==> config.mk <==
export PLATFORM = sky130hd
export DESIGN_NAME = rr_arbiter_8
export DESIGN_NICKNAME = d
export VERILOG_FILES = /design/src/rtl/rr_arbiter_8.sv
export SDC_FILE = /design/constraint.sdc
export NUM_CORES = 1
export LEC_CHECK = 0
export CAP_MARGIN = 25
export CELL_PAD_IN_SITES_DETAIL_PLACEMENT = 0
export CELL_PAD_IN_SITES_GLOBAL_PLACEMENT = 2
export CORE_MARGIN = 2
export CORE_UTILIZATION = 38
export CTS_CLUSTER_SIZE = 40
export DETAILED_ROUTE_END_ITERATION = 12
export GPL_ROUTABILITY_DRIVEN = 0
export PLACE_DENSITY = 0.9
export SETUP_SLACK_MARGIN = 0.05
export SLEW_MARGIN = 25
export SYNTH_ARGS = -nofsm -noshare
export SYNTH_HDL_FRONTEND = slang
export SYNTH_SLANG_ARGS = --single-unit
==> constraint.sdc <==
create_clock -name clk -period 3.79 [get_ports clk]
set_input_delay 0.758 -clock clk [delete_from_list [all_inputs] [get_ports clk]]
set_output_delay 0.758 -clock clk [all_outputs]
set_load 0.05 [all_outputs]
==> src/rtl/rr_arbiter_8.sv <==
// rr_arbiter_8: round-robin arbiter sharing one resource among 8 requesters.
// Registered grant index and one-hot grant. The owner keeps the grant until it
// releases, drops its request, or holds it for MAX_HOLD cycles (0 = no limit).
// Every handover passes through one idle cycle.
//
// Handshake: a requester raises req[i] and keeps it high while it wants the
// resource. It owns the resource while grant_valid=1 and grant_idx=i. It ends
// ownership by pulsing release_req for one cycle or by dropping req[i]. A new
// grant is issued only from IDLE, and only when en=1. release_req is ignored
// while grant_valid=0. The owner's release input is named release_req because
// `release` is a reserved word in SystemVerilog.
module rr_arbiter_8 #(
    parameter int MAX_HOLD = 16,
    parameter int CNT_W    = 8
) (
    input  logic       clk,
    input  logic       rst_n,
    input  logic       en,
    input  logic [7:0] req,
    input  logic       release_req,
    output logic [7:0] grant,
    output logic [2:0] grant_idx,
    output logic       grant_valid,
    output logic       timeout,
    output logic       state_dbg
);

    typedef enum logic {IDLE = 1'b0, BUSY = 1'b1} state_t;

    // Counter value seen on the last permitted BUSY cycle.
    localparam logic [CNT_W-1:0] HOLD_LAST =
        (MAX_HOLD == 0) ? '0 : CNT_W'(MAX_HOLD - 1);

    state_t           state, state_n;
    logic [2:0]       last, last_n;
    logic [2:0]       idx_n;
    logic [7:0]       grant_n;
    logic             valid_n;
    logic             timeout_n;
    logic [CNT_W-1:0] cnt, cnt_n;

    logic [2:0]       cand;
    logic [2:0]       win;
    logic             win_found;
    logic             hold_hit;
    logic             owner_drop;

    assign state_dbg = (state == BUSY);

    // Rotating search: first requester after the last winner, wrapping 7 -> 0.
    always_comb begin
        cand      = '0;
        win       = last;
        win_found = 1'b0;
        for (int k = 1; k <= 8; k++) begin
            cand = last + 3'(k);
            if (!win_found && req[cand]) begin
                win       = cand;
                win_found = 1'b1;
            end
        end
    end

    assign hold_hit   = (MAX_HOLD != 0) && (cnt == HOLD_LAST);
    assign owner_drop = !req[grant_idx];

    // Next state and next registered outputs.
    always_comb begin
        state_n   = state;
        last_n    = last;
        idx_n     = grant_idx;
        grant_n   = grant;
        valid_n   = grant_valid;
        timeout_n = 1'b0;
        cnt_n     = cnt;
        case (state)
            IDLE: begin
                if (en && win_found) begin
                    state_n = BUSY;
                    last_n  = win;
                    idx_n   = win;
                    grant_n = 8'b1 << win;
                    valid_n = 1'b1;
                    cnt_n   = '0;
                end
            end
            BUSY: begin
                if (release_req || owner_drop || hold_hit) begin
                    state_n   = IDLE;
                    grant_n   = '0;
                    valid_n   = 1'b0;
                    cnt_n     = '0;
                    // Only a pure expiry is reported; a voluntary end wins.
                    timeout_n = hold_hit && !release_req && !owner_drop;
                end else begin
                    cnt_n = cnt + CNT_W'(1);
                end
            end
            default: begin
                state_n = IDLE;
                grant_n = '0;
                valid_n = 1'b0;
                cnt_n   = '0;
            end
        endcase
    end

    // State, pointer, counter and output registers.
    always_ff @(posedge clk or negedge rst_n) begin
        if (!rst_n) begin
            state       <= IDLE;
            last        <= 3'd7;
            grant_idx   <= 3'd0;
            grant       <= 8'h00;
            grant_valid <= 1'b0;
            timeout     <= 1'b0;
            cnt         <= '0;
        end else begin
            state       <= state_n;
            last        <= last_n;
            grant_idx   <= idx_n;
            grant       <= grant_n;
            grant_valid <= valid_n;
            timeout     <= timeout_n;
            cnt         <= cnt_n;
        end
    end

endmodule

==> flow_summary_export.csv, run 1 <==
group,metric,value,unit
outcome,outcome,"completed",
synth,synth_top_area_share,25.0,%
critical_path,cp_num_buf_inv,1,
drt,avgRoutedWirePerCell,16.6,um
timing,skew,0.00638,ns
synth,async_flop_share,100,%
critical_path,timing.critical_path.mode_cell,"mux2_2",
timing,clock.fmax,294,MHz
grt,grt_max_degree,25,
clocking,postCtsHoldBufs,0,
die,die_w,80.1,um
drt,num_vias,1736,
cells_and_area,drive_gt1_share,18.8,%
drt,remaining_drc_errors,0,
drt,avgViaCountPerCell,5.99,
synth,synth_edf_count,0,
grt,grt_pass1_wl,8.11,mm
clocking,cts_tree,"yes",
timing,tns,0,ns
place,place_hpwl,3.70,mm
critical_path,crit_required,3.95,ns
cells_and_area,area_delta_synth_final,15.3,%
timing,fin_crit,3.40,ns
die,fp-row-count,27,
grt,track_usage,16.0,%
cells_and_area,num_antenna_cells,0,
grt,gr-total-overflow,0,
timing,tightest_slew,0.603,ns
job,maxCapViolCount,0,
die,core,5540,um^2
synth,yosysUniqueCellTypes,50,
critical_path,path_class,"flop to flop",
clocking,path_clk_slew,0.09,ns
clocking,clock-sinks,25,
timing,finalMaxSlewViolations,0,
timing,min_period_over_period,89.6,%
synth,synth_area,2200,um^2
critical_path,arrival,3.55,ns
die,start_util,39.7,%
drt,dr.pass1.iters,4,
die,die_h,80.1,um
synth,netlist_instances,191,
clocking,root_buffer,"clkbuf_8",
synth,synth_ff_type,"dfrtp_1",
timing,rsz0062_at_grt,"false",
die,fp.dieArea,6420,um^2
die,pin_count,26,
worst_hold_path,min_path_type,"primary input to async pin",
timing,hold_violations,0,
place,dp_cells,286,
synth,yosysTopAreaCell,"dfrtp_1",
critical_path,crit_path_end_kind,"flop",
clocking,ctsHtreeMaxLevel,1,
synth,ys_seq_area_share,28.6,%
cells_and_area,fin_nets,234,
timing,max_slew_margin,59.8,%
drt,final_antenna_net_count,0,
clocking,clock_latency,0.26,ns
synth,syn_avg_cell_area,11.5,um^2
critical_path,path_cells,"inv_1, ha_1, mux4_2, mux2_2, a211oi_1, o21a_1, mux2_2, a32o_1",
grt,grt_pass1_vias,1669,
synth,syn-num-nets,206,
clocking,numCtsBuffers,3,
drt,drt_iter0_markers,131,
critical_path,start_kind,"flop",
critical_path,cp_top_family,"multiplexers",
place,port_buffers,25,
cells_and_area,final_common_cell,"clkdlybuf4s50_1",
cells_and_area,instances_no_fill,290,
grt,antenna_found_initial,0,
critical_path,cp_max_fo,8,
cells_and_area,final_cell_mix,"clkdlybuf4s50_1, dfrtp_1, nand2_1",
clocking,post_cts_buffers,0,
critical_path,slowest_stage,"mux4_2",
drt,routed_wl,4.82,mm
clocking,cts_resized,0,
synth,yosysWarnings,0,
synth,ys_seq_elements,25,
synth,netlist_top_cells_area,"dfrtp_1, mux4_2, mux2i_1",
critical_path,cp_slowest_stage_delay,0.63,ns
timing,setup_violations,0,
clocking,cts.path.max_buffers,2,
==> kinds of logic (layout without fill, tap and decap cells) <==
kind of cell	after synthesis	in the layout	share of synthesized area (%)
buffers and inverters	14	41	5.06
XOR/XNOR	10	10	3.98
flip-flops	25	25	28.6
adder cells (fa/ha/maj)	3	3	1.71
AND/OR/NAND/NOR	50	50	12.1
AO/OA/AOI/OAI	44	44	16.2
multiplexers	45	45	32.4
==> Yosys cell counts (all sizes together), types with 4 or more instances <==
cell type,n
nor2,7
nand2,15
buf,7
a21oi,9
xnor2,5
xor2,5
dfrtp,22
mux2i,18
inv,5
mux2,12
o2111a,4
a22oi,4
nand3,11
o31ai,4
mux4,15
and3,5
==> routing by layer <==
metal | GRT usage (%) | vias up | wire length (um)
met5 | 0 | - | 0
met1 | 20.6 | 869 | 2100
met3 | 1.57 | 10 | 89
met2 | 28.3 | 30 | 2540
li1 | - | 827 | -
met4 | 4.75 | 0 | 88
==> layout make-up <==
type / count / area [um^2]
Sequential cell: 25 / 629
Tap cell: 72 / 90.1
Clock inverter: 1 / 5.00
Multi-Input combinational cell: 152 / 1460
Fill cell: 528 / 3000
Clock buffer: 3 / 41.3
Timing Repair Buffer: 31 / 290
Inverter: 6 / 22.5
==> per-stage QoR <==
stage / area [um^2] / hold slack (ns) / setup WS [ns] / util [%]
after floorplan: 2200 / 0.457 / 0.404 / -
after global placement: 2500 / 0.460 / 0.242 / 45.1
after detailed placement: 2490 / 0.472 / 0.245 / 45.0
after CTS: 2540 / 0.478 / 0.425 / 45.8
after global routing: 2540 / 0.497 / 0.200 / 45.8
final: 2540 / 0.463 / 0.393 / 45.8
==> path summary, 6_finish.rpt <==
path | start | to | slack [ns] | depth (start not counted)
setup / recovery | last[0]$_DFFE_PN1P_ | grant[4]$_DFFE_PN0P_ | 0.39 | 8
hold / removal | rst_n | grant[5]$_DFFE_PN0P_ | 0.46 | 1
setup reg to reg | last[0]$_DFFE_PN1P_ | grant[4]$_DFFE_PN0P_ | 0.39 | 8
hold reg to reg | grant_valid$_DFFE_PN0P_ | grant_valid$_DFFE_PN0P_ | 0.49 | 2
max in group asynchronous | rst_n | last[1]$_DFFE_PN1P_ | 2.79 | 2
min in group clk | grant_valid$_DFFE_PN0P_ | grant_valid$_DFFE_PN0P_ | 0.49 | 2
==> worst register-to-register path: stages (launching register included) <==
cell	delay, ns
dfstp_2	0.54
inv_1	0.12
ha_1	0.49
mux4_2	0.64
mux2_2	0.33
a211oi_1	0.26
o21a_1	0.31
mux2_2	0.38
a32o_1	0.22
==> sequential cells by signal, summed over array words and instances, names as in the netlist <==
name,count
cnt,8
grant,8
grant_idx,3
grant_valid,1
last,3
state_dbg,1
timeout,1
Power of run 1 is not shown: default switching activity piles up to over one toggle a cycle in this logic, so the estimate is an artifact.
==> run 2: changes to the inputs <==
--- a/config.mk
+++ b/config.mk
@@ -5,7 +5,7 @@
 export SDC_FILE = /design/constraint.sdc
 export NUM_CORES = 1
 export LEC_CHECK = 0
-export CAP_MARGIN = 25
+export CAP_MARGIN = 20
 export CELL_PAD_IN_SITES_DETAIL_PLACEMENT = 0
 export CELL_PAD_IN_SITES_GLOBAL_PLACEMENT = 2
 export CORE_MARGIN = 2
@@ -13,6 +13,7 @@
 export CTS_CLUSTER_SIZE = 40
 export DETAILED_ROUTE_END_ITERATION = 12
 export GPL_ROUTABILITY_DRIVEN = 0
+export HOLD_SLACK_MARGIN = 0.1
 export PLACE_DENSITY = 0.9
 export SETUP_SLACK_MARGIN = 0.05
 export SLEW_MARGIN = 25
==> results of run 2 <==
The final DEF is identical to that of run 1; final timing and power are the same.
Power of run 2 is left out for the same reason.
==> run 3: changes to the inputs <==
--- a/config.mk
+++ b/config.mk
@@ -8,6 +8,7 @@
 export CAP_MARGIN = 20
 export CELL_PAD_IN_SITES_DETAIL_PLACEMENT = 0
 export CELL_PAD_IN_SITES_GLOBAL_PLACEMENT = 2
+export CORE_ASPECT_RATIO = 0.9
 export CORE_MARGIN = 2
 export CORE_UTILIZATION = 38
 export CTS_CLUSTER_SIZE = 40
==> flow_summary_export.csv, run 3 (synthesis results as in run 1) <==
group,metric,value,unit
cells_and_area,area_delta_synth_final,15.6,%
timing,hold_violations,0,
cells_and_area,reg_top3,"cnt x8, grant x8",
timing,clock.fmax,303,MHz
die,core,5630,um^2
critical_path,cp_slowest_stage_delay,0.63,ns
clocking,cts.path.max_buffers,2,
drt,remaining_drc_errors,0,
timing,tightest_slew,0.605,ns
drt,num_vias,1713,
clocking,postCtsHoldBufs,0,
critical_path,path_class,"primary input to flop",
outcome,outcome,"completed",
grt,gr-total-overflow,0,
die,fp.dieArea,6420,um^2
cells_and_area,num_antenna_cells,0,
critical_path,cp_num_buf_inv,1,
clocking,ctsHtreeMaxLevel,1,
die,start_util,39.1,%
cells_and_area,final_common_cell,"clkdlybuf4s50_1",
clocking,numCtsBuffers,3,
timing,skew,0.00342,ns
clocking,cts_resized,0,
place,port_buffers,25,
worst_hold_path,min_path_type,"primary input to async pin",
critical_path,start_kind,"primary input",
clocking,cts_tree,"yes",
clocking,clock-sinks,25,
cells_and_area,fin_nets,235,
critical_path,cp_top_family,"compound AO/OA/AOI/OAI gates",
grt,track_usage,16.0,%
timing,max_slew_margin,59.5,%
cells_and_area,drive_gt1_share,19.2,%
timing,finalMaxSlewViolations,0,
critical_path,path_cells,"clkdlybuf4s50_1, mux4_2, mux2i_4, nand4_4, a41o_1, o32a_1, a32o_1",
drt,avgRoutedWirePerCell,17.3,um
critical_path,slowest_stage,"mux4_2",
critical_path,cp_max_fo,10,
die,die_w,84.2,um
cells_and_area,final_cell_mix,"clkdlybuf4s50_1, dfrtp_1, nand2_1",
clocking,post_cts_buffers,0,
timing,min_period_over_period,87.0,%
clocking,clock_latency,0.27,ns
die,die_h,76.2,um
timing,rsz0062_at_grt,"false",
die,fp-row-count,26,
timing,fin_crit,3.30,ns
critical_path,crit_required,3.95,ns
grt,antenna_found_initial,0,
drt,routed_wl,5.01,mm
drt,final_antenna_net_count,0,
critical_path,crit_path_end_kind,"flop",
grt,grt_max_degree,25,
critical_path,ff2ff_path_depth,9,
critical_path,cp_num_cells,7,
clocking,path_clk_slew,0.09,ns
drt,drt_iter0_markers,97,
critical_path,arrival,3.46,ns
job,maxCapViolCount,0,
drt,avgViaCountPerCell,5.93,
drt,dr.pass1.iters,5,
grt,grt_pass1_vias,1662,
place,place_hpwl,3.82,mm
timing,tns,0,ns
timing,setup_violations,0,
die,pin_count,26,
clocking,root_buffer,"clkbuf_8",
grt,grt_pass1_wl,8.38,mm
==> run 3: changes by cell type in the layout (fill, tap and decap cells not counted) <==
cell   change
buf_4      +1
==> run 3: stage by stage <==
step / std cells / area, um^2 / setup WS [ns] / utilization (%) / hold WS, ns
global route: 289 / 2540 / 0.370 / 45.2 / 0.485
floorplan: 191 / 2200 / 0.404 / - / 0.457
detailed placement: 285 / 2500 / 0.235 / 44.4 / 0.480
CTS: 289 / 2540 / 0.524 / 45.2 / 0.474
finish: 289 / 2540 / 0.494 / 45.2 / 0.461
global placement: 285 / 2500 / 0.250 / 44.5 / 0.467
==> run 3: worst paths after layout <==
| path | slack, ns | to | from |
|---|---|---|---|
| worst max register to register | 0.55 | grant[0]$_DFFE_PN0P_ | last[0]$_DFFE_PN1P_ |
| max in group asynchronous | 2.79 | last[0]$_DFFE_PN1P_ | rst_n |
| worst min register to register | 0.49 | cnt[3]$_DFFE_PN0P_ | cnt[3]$_DFFE_PN0P_ |
| worst min-delay path | 0.46 | cnt[6]$_DFFE_PN0P_ | rst_n |
| min in group clk | 0.49 | cnt[3]$_DFFE_PN0P_ | cnt[3]$_DFFE_PN0P_ |
| worst max-delay path | 0.49 | grant[0]$_DFFE_PN0P_ | req[7] |
==> run 3: metal layers <==
metal  GRT usage, %  wire length (um)  up-vias
met5              0                 0        -
met4           2.74                28        0
met3           2.60               138        4
met2           26.4              2430       24
met1           22.4              2420      863
li1               -                 -      822
==> run 3: area by class of cell <==
class	instances	area [um^2]
inverters	6	22.5
fillers	547	3080
clock buffers	3	41.3
multi-input cells	152	1460
flip-flops and latches	25	629
repair buffers	32	298
clock inverters	1	5.00
well taps	70	87.6
Power of run 3 is left out for the same reason.
